==> config.mk <==
export PLATFORM = sky130hd
export DESIGN_NAME = seg_digit_scanner_flat
export DESIGN_NICKNAME = d
export VERILOG_FILES = /design/src/rtl/seg_digit_scanner_if.sv /design/src/rtl/seg_digit_scanner.sv /design/src/flat_wrapper.sv
export SDC_FILE = /design/constraint.sdc
export NUM_CORES = 1
export LEC_CHECK = 0
export ABC_AREA = 1
export CORE_MARGIN = 2
export CORE_UTILIZATION = 54
export CTS_CLUSTER_SIZE = 25
export DETAILED_ROUTE_END_ITERATION = 12
export PLACE_DENSITY_LB_ADDON = 0.1
export REMOVE_ABC_BUFFERS = 1
export SLEW_MARGIN = 25
export SYNTH_ARGS = -nofsm -noshare
export SYNTH_HDL_FRONTEND = slang
export SYNTH_SLANG_ARGS = --single-unit
==> constraint.sdc <==
create_clock -name clk -period 2.3 [get_ports clk]
set_input_delay 0.69 -clock clk [delete_from_list [all_inputs] [get_ports clk]]
set_output_delay 0.69 -clock clk [all_outputs]
set_load 0.01 [all_outputs]
==> src/rtl/seg_digit_scanner_if.sv <==
// seg_digit_scanner_if: value/load/blank inputs and scanned display outputs of the digit scanner
interface seg_digit_scanner_if #(
  parameter int NUM_DIGITS = 8
);
  logic [4*NUM_DIGITS-1:0] in_value;
  logic                    in_load;
  logic                    in_blank;
  logic [3:0]              out_bcd;
  logic [NUM_DIGITS-1:0]   out_an;
  logic                    out_pending;
  logic                    out_frame;
  modport master (
    output in_value, in_load, in_blank,
    input  out_bcd, out_an, out_pending, out_frame
  );
  modport slave (
    input  in_value, in_load, in_blank,
    output out_bcd, out_an, out_pending, out_frame
  );
endinterface

==> src/rtl/seg_digit_scanner.sv <==
// seg_digit_scanner: frame-synchronous double-buffered multi-digit 7-seg scanner (optional LEADING_ZERO_BLANK_EN)
module seg_digit_scanner #(
  parameter int NUM_DIGITS  = 8,
  parameter int REFRESH_DIV = 50000
) (
  input  logic               clk,
  input  logic               rst,
  seg_digit_scanner_if.slave bus
);
  localparam int CW = $clog2(REFRESH_DIV);
  localparam int IW = $clog2(NUM_DIGITS);
  localparam int VW = 4 * NUM_DIGITS;
  logic [CW-1:0] div_cnt_q, div_cnt_d;
  logic [IW-1:0] dig_idx_q, dig_idx_d;
  logic [VW-1:0] pend_val_q, pend_val_d;
  logic          pend_vld_q, pend_vld_d;
  logic [VW-1:0] shadow_q, shadow_d;
  logic          frame_q, frame_d;
  logic          tick, wrap, dark;
  logic [NUM_DIGITS-1:0] sel;
  always_comb begin
    tick       = div_cnt_q == CW'(REFRESH_DIV - 1);
    wrap       = tick && dig_idx_q == IW'(NUM_DIGITS - 1);
    div_cnt_d  = tick ? '0 : div_cnt_q + 1'b1;
    dig_idx_d  = !tick ? dig_idx_q : wrap ? '0 : dig_idx_q + 1'b1;
    shadow_d   = (wrap && pend_vld_q) ? pend_val_q : shadow_q;
    pend_val_d = bus.in_load ? bus.in_value : pend_val_q;
    // a load in the wrap cycle keeps the buffer armed for the following frame
    pend_vld_d = bus.in_load | (pend_vld_q & ~wrap);
    frame_d    = wrap;
  end
  always_ff @(posedge clk) begin
    if (rst) begin
      div_cnt_q  <= '0;
      dig_idx_q  <= '0;
      pend_val_q <= '0;
      pend_vld_q <= 1'b0;
      shadow_q   <= '0;
      frame_q    <= 1'b0;
    end else begin
      div_cnt_q  <= div_cnt_d;
      dig_idx_q  <= dig_idx_d;
      pend_val_q <= pend_val_d;
      pend_vld_q <= pend_vld_d;
      shadow_q   <= shadow_d;
      frame_q    <= frame_d;
    end
  end
`ifdef LEADING_ZERO_BLANK_EN
  logic [IW-1:0] lead;
  always_comb begin
    lead = '0;
    for (int k = 1; k < NUM_DIGITS; k++)
      lead = (shadow_q[4*k +: 4] != 4'h0) ? IW'(k) : lead;
    dark = dig_idx_q > lead;
  end
`else
  always_comb dark = 1'b0;
`endif
  always_comb begin
    sel = '0;
    for (int k = 0; k < NUM_DIGITS; k++)
      sel[k] = dig_idx_q == IW'(k);
  end
  assign bus.out_bcd     = shadow_q[{dig_idx_q, 2'b00} +: 4];
  assign bus.out_an      = (bus.in_blank || dark) ? '1 : ~sel;
  assign bus.out_pending = pend_vld_q;
  assign bus.out_frame   = frame_q;
endmodule

==> src/flat_wrapper.sv <==
// flat-port wrapper written by rule: the top's interface ports become plain ports
module seg_digit_scanner_flat 
#(
  parameter int NUM_DIGITS  = 8,
  parameter int REFRESH_DIV = 50000
)
  (clk, rst, bus_in_value, bus_in_load, bus_in_blank, bus_out_bcd, bus_out_an, bus_out_pending, bus_out_frame);
  seg_digit_scanner_if #(.NUM_DIGITS(NUM_DIGITS)) bus_i ();
  input  logic clk;
  input  logic rst;
  input wire logic [$bits(bus_i.in_value)-1:0] bus_in_value;
  input wire logic [$bits(bus_i.in_load)-1:0] bus_in_load;
  input wire logic [$bits(bus_i.in_blank)-1:0] bus_in_blank;
  output wire logic [$bits(bus_i.out_bcd)-1:0] bus_out_bcd;
  output wire logic [$bits(bus_i.out_an)-1:0] bus_out_an;
  output wire logic [$bits(bus_i.out_pending)-1:0] bus_out_pending;
  output wire logic [$bits(bus_i.out_frame)-1:0] bus_out_frame;
  assign bus_i.in_value = bus_in_value;
  assign bus_i.in_load = bus_in_load;
  assign bus_i.in_blank = bus_in_blank;
  assign bus_out_bcd = bus_i.out_bcd;
  assign bus_out_an = bus_i.out_an;
  assign bus_out_pending = bus_i.out_pending;
  assign bus_out_frame = bus_i.out_frame;
  seg_digit_scanner #(.NUM_DIGITS(NUM_DIGITS), .REFRESH_DIV(REFRESH_DIV)) u_core (.clk(clk), .rst(rst), .bus(bus_i));
endmodule
[After elaboration in Yosys (flattened, before gate mapping)]
Index checks and enable logic that the tools add are counted.
Word-level totals
  output and inout port bits: 14
  input port bits: 36
  word-level logic and storage cells: 27
  bits in registers: 85
Cells by class
  add/subtract/negate cells: 2
  muxes and demuxes: 2
  equal/unequal tests: 8
  shifts and indexed selects: 1
  reductions and logical operators: 4
  bitwise operators: 4
Operators with widths (number)
  32-bit by 6-bit variable part select with 4-bit output: 1
  16-bit by 1-bit adder with 16-bit output (second input constant): 1
  16-bit equality test (second input constant): 1
  3-bit equality test (second input constant): 4
  8-bit 2-to-1 mux: 1
  8-bit inverter: 1
  3-bit by 2-bit equality test with 1-bit output (second input constant): 2
  3-bit by 1-bit adder with 3-bit output (second input constant): 1
  3-bit by 1-bit equality test with 1-bit output (second input constant): 1
  3-bit zero test: 1
  3-bit 2-to-1 mux: 1
  1-bit logical AND: 2
  2-bit OR reduction: 1
  1-bit bitwise AND: 1
  1-bit inverter: 1
  1-bit OR: 1

[Longest topological paths before layout]
  word-level depth: 5
  gate-level depth with buffers: 10
  gate-level depth less buffers: 9

[Worst setup path before layout]
No wires, ideal clock.
  path kind: flip-flop to output port
  start point: register u_core.dig_idx_q[1]
  end point: output bus_out_an[7]
  path buffers: 2
  data required time: 1.610 ns
  arrival: 1.305 ns
  setup slack: 0.305 ns
  cell stages (with the launch flop): 6
  cells stage by stage: dfxtp_1 ha_1 ha_1 buf_6 clkbuf_1 nand2_1
Between the ends
  longest elaborated chain between the ends: 3
RTL lines
  from (decl): line seg_digit_scanner.sv:14  | logic [IW-1:0] dig_idx_q, dig_idx_d;
  from (signal assigned): line seg_digit_scanner.sv:42  | dig_idx_q <= dig_idx_d;
  3-bit equality test: line seg_digit_scanner.sv:63  | sel[k] = dig_idx_q == IW'(k);
  8-bit inverter: line seg_digit_scanner.sv:66  | assign bus.out_an = (bus.in_blank || dark) ? '1 : ~sel;
  8-bit 2-to-1 mux: line seg_digit_scanner.sv:66
  to (decl): line flat_wrapper.sv:15  | output wire logic [$bits(bus_i.out_an)-1:0] bus_out_an;
Every way passes these cells.

[Worst setup path in the final report]
  start point: register u_core.dig_idx_q[1]
  end point: output bus_out_an[5]
Same word-level chain as after synthesis.

==> run summary <==
Largest net degree at the start of global routing: 68
Post-Route Skew: 0.00823 ns
Wire length after detailed routing: 8470 um
Register-to-Register Path Depth: 9
Core footprint: 6830 um2
Port bufs: 49
Kind of critical path: reg -> out
Final worst path period need: 2.20 ns
Status: complete, no violations
Pwr per Cell Area: 576 nW/um2
Post-Synth Simple-Gate Area: 0.288
Clock latency on the worst-skew pair: 0.35 ns
Commonest cells after routing, fill and taps aside: nor2_1, dfxtp_1, nand2_1
Wirelength per Cell: 12.5 um
DRT Pass-1 Iters: 5
Hold Crit Class: reg -> reg
Synth Warn #: 0
Maxcap violations: 0
Mapped cell area: 3830 um2
CP arrival: 1.51 ns
Detail Placement HPWL: 5800 um
Cells along the critical path: clkinv_2 -> ha_1 -> nand3_1 -> dlygate4sd2_1
Nets: 621
CP Launch Type: flip-flop
Post-CTS setup buffer count: 0
Crit. End Element: primary output
Sequential share of the synthesized area: 0.444
Placed Instance Area: 4400 um2
Design area: 4550 um2
Row count: 30
CTS root buf: clkbuf_8
Syn-to-layout area delta: 19.0%
Hold worst-path end: u_core.pend_val_q[31]
TritonCTS Buffers: 9
Slew Viols, Final: 0
Reg-to-Reg End: u_core.shadow_q[3]
Post-Place Worst Slack: -0.284 ns
Rel. slew slack: 0.605
Yosys reg bits: 85
CTS tree: done
Clock Sinks: 85
WHS Path Cells: 2
Filler cells: 616
Final setup viols: 0
Fin Setup TNS: 0 ns
Via total after detailed routing: 3492
First-pass GRT wire length: 13800 um
Tot GR Track Use: 0.226
Ant. Diodes: 0
Mapped Cells: 538
FMAX: 454 MHz
Leak: 0.00182 uW
Initial core utilization: 0.560
Final worst slack: 0.0984 ns
Unrepaired setup endpoints after global routing: no
Post-synthesis xor/xnor area fraction: 0.00686
Largest family of logic cells by synthesized area: simple AND/OR/NAND/NOR gates
DR vias/cell: 5.15
Worst slew pin tran: 0.589 ns
R2r setup slk: 0.37 ns
Most common cell after layout, fill and taps aside: nor2_1
Max VDD drop: 0.411 mV
Die Area: 7780 um2
Non-filler instance count after layout: 678
Crit-path max cell delay: 0.37 ns
Cell variety after synth: 27
Placer Congestion: 0.848
Final ANT Viol Nets: 0
Clock slew at reported path FFs: 0.07 ns
Crit-path slowest cell: dfxtp_1
I/O pins: 50
Number of global-route vias before repair: 3025
Initial antenna violation count: 0
Reg2reg start: u_core.dig_idx_q[0]
Total power: 2620 uW
Hold Vio Cnt, Final: 0
# hold bufs at CTS: 0
HP Start: u_core.pend_val_q[31]
Placed Cells: 663
Grt total ovfl: 0
Crit path max fanout: 11
Synth Area in Compound Gates: 0.138
CTS max path bufs: 2
DRC violations left: 0
Adder-Cell Fraction of Synth Area: 0.0229
Final worst path period share: 0.957
Critical Path RT: 1.61 ns
CTS HTree Levels: 3
Mux contribution to synthesized area: 0
Initial DRC count: 208
Die Ht: 88.2 um
Share of cells above drive strength 1: 0.0893
Synth Area per Inst: 7.12 um2
Die width: 88.2 um
==> final cells by class <==
type                       instances  area [um2]  share of cell area
timing repair buffer              62         607               0.133
multi-input combinational        364        1760               0.386
clock buffer                      10         128              0.0280
sequential                        85        1700               0.374
tap                               96         120              0.0264
clock inverter                     5        28.8             0.00632
inverter                          56         211              0.0464
==> critical path, delay by kind of cell (launching register included) <==
| family | cells | cell delay, ns |
|---|---|---|
| and+or+nand+nor | 1 | 0.08 |
| buffers and inverters | 2 | 0.45 |
| adders and majority gates | 1 | 0.26 |
| DFF | 1 | 0.37 |
==> registers in the layout (all words and copies together) (netlist names) <==
name and count:
u_core.div_cnt_q 16, u_core.shadow_q 32, u_core.bus.out_pending 1, u_core.pend_val_q 32
u_core.bus.out_frame 1, u_core.dig_idx_q 3
==> timing repair <==
action                     in CTS  in global routing
resized for setup              23                 20
setup endpoints to repair      12                 12
pin swaps                       0                  4
==> worst max path at each step <==
| stage | end | start | slack [ns] |
|---|---|---|---|
| final | bus_out_an[5] | u_core.dig_idx_q[1] | 0.1 |
| after CTS | bus_out_an[3] | bus_in_blank | -0.01 |
| after floorplan | bus_out_an[7] | u_core.dig_idx_q[0] | -0.19 |
| after global placement | bus_out_an[3] | bus_in_blank | -0.29 |
| after detailed placement | bus_out_an[3] | bus_in_blank | -0.28 |
| after global routing | bus_out_an[5] | u_core.dig_idx_q[1] | 0.02 |
==> metrics by stage <==
stage          hold WS [ns]   util
2_1_floorplan         0.418      -
3_3_place_gp          0.430  0.644
3_5_place_dp          0.447  0.644
4_1_cts               0.461  0.667
5_1_grt               0.475  0.667
6_report              0.458  0.667
==> power by group <==
group	total [uW]	internal, uW	switching, uW
registers	1530	1510	12.9
logic	208	98.2	110
clock network	888	381	507
total	2620	1990	630
==> metal layers <==
layer	global-route usage	wire (um)
met1	0.321	4290
met5	0	0
met4	0.0689	72
met2	0.339	3710
met3	0.0575	398
==> cells by family after synthesis <==
family,Yosys count
flip-flops,85
XOR/XNOR,3
AO/OA/AOI/OAI,103
adder cells (fa/ha/maj),7
AND/OR/NAND/NOR,251
buffers and inverters,89
==> synthesized netlist by cell type <==
master,instances,area share
inv_1,53,0.052
nand3_1,12,0.016
buf_1,3,0.0029
nand2_2,2,0.0033
nor2_1,109,0.11
nor3_1,6,0.0078
buf_4,4,0.0078
a31oi_1,1,0.0016
clkinv_1,1,0.00098
buf_2,2,0.0026
and3_1,1,0.0016
clkbuf_1,19,0.019
o22ai_1,8,0.013
nor2_2,3,0.0049
clkbuf_2,1,0.0013
nand2_1,79,0.077
nand3_4,1,0.0046
buf_6,4,0.012
nor2_4,3,0.0088
inv_2,2,0.0020
nand4_1,35,0.057
a21oi_1,41,0.054
ha_1,7,0.023
o21ai_0,51,0.067
o21ai_1,2,0.0026
dfxtp_1,85,0.44
xor2_1,3,0.0069
(Power assumes the default switching activity.)
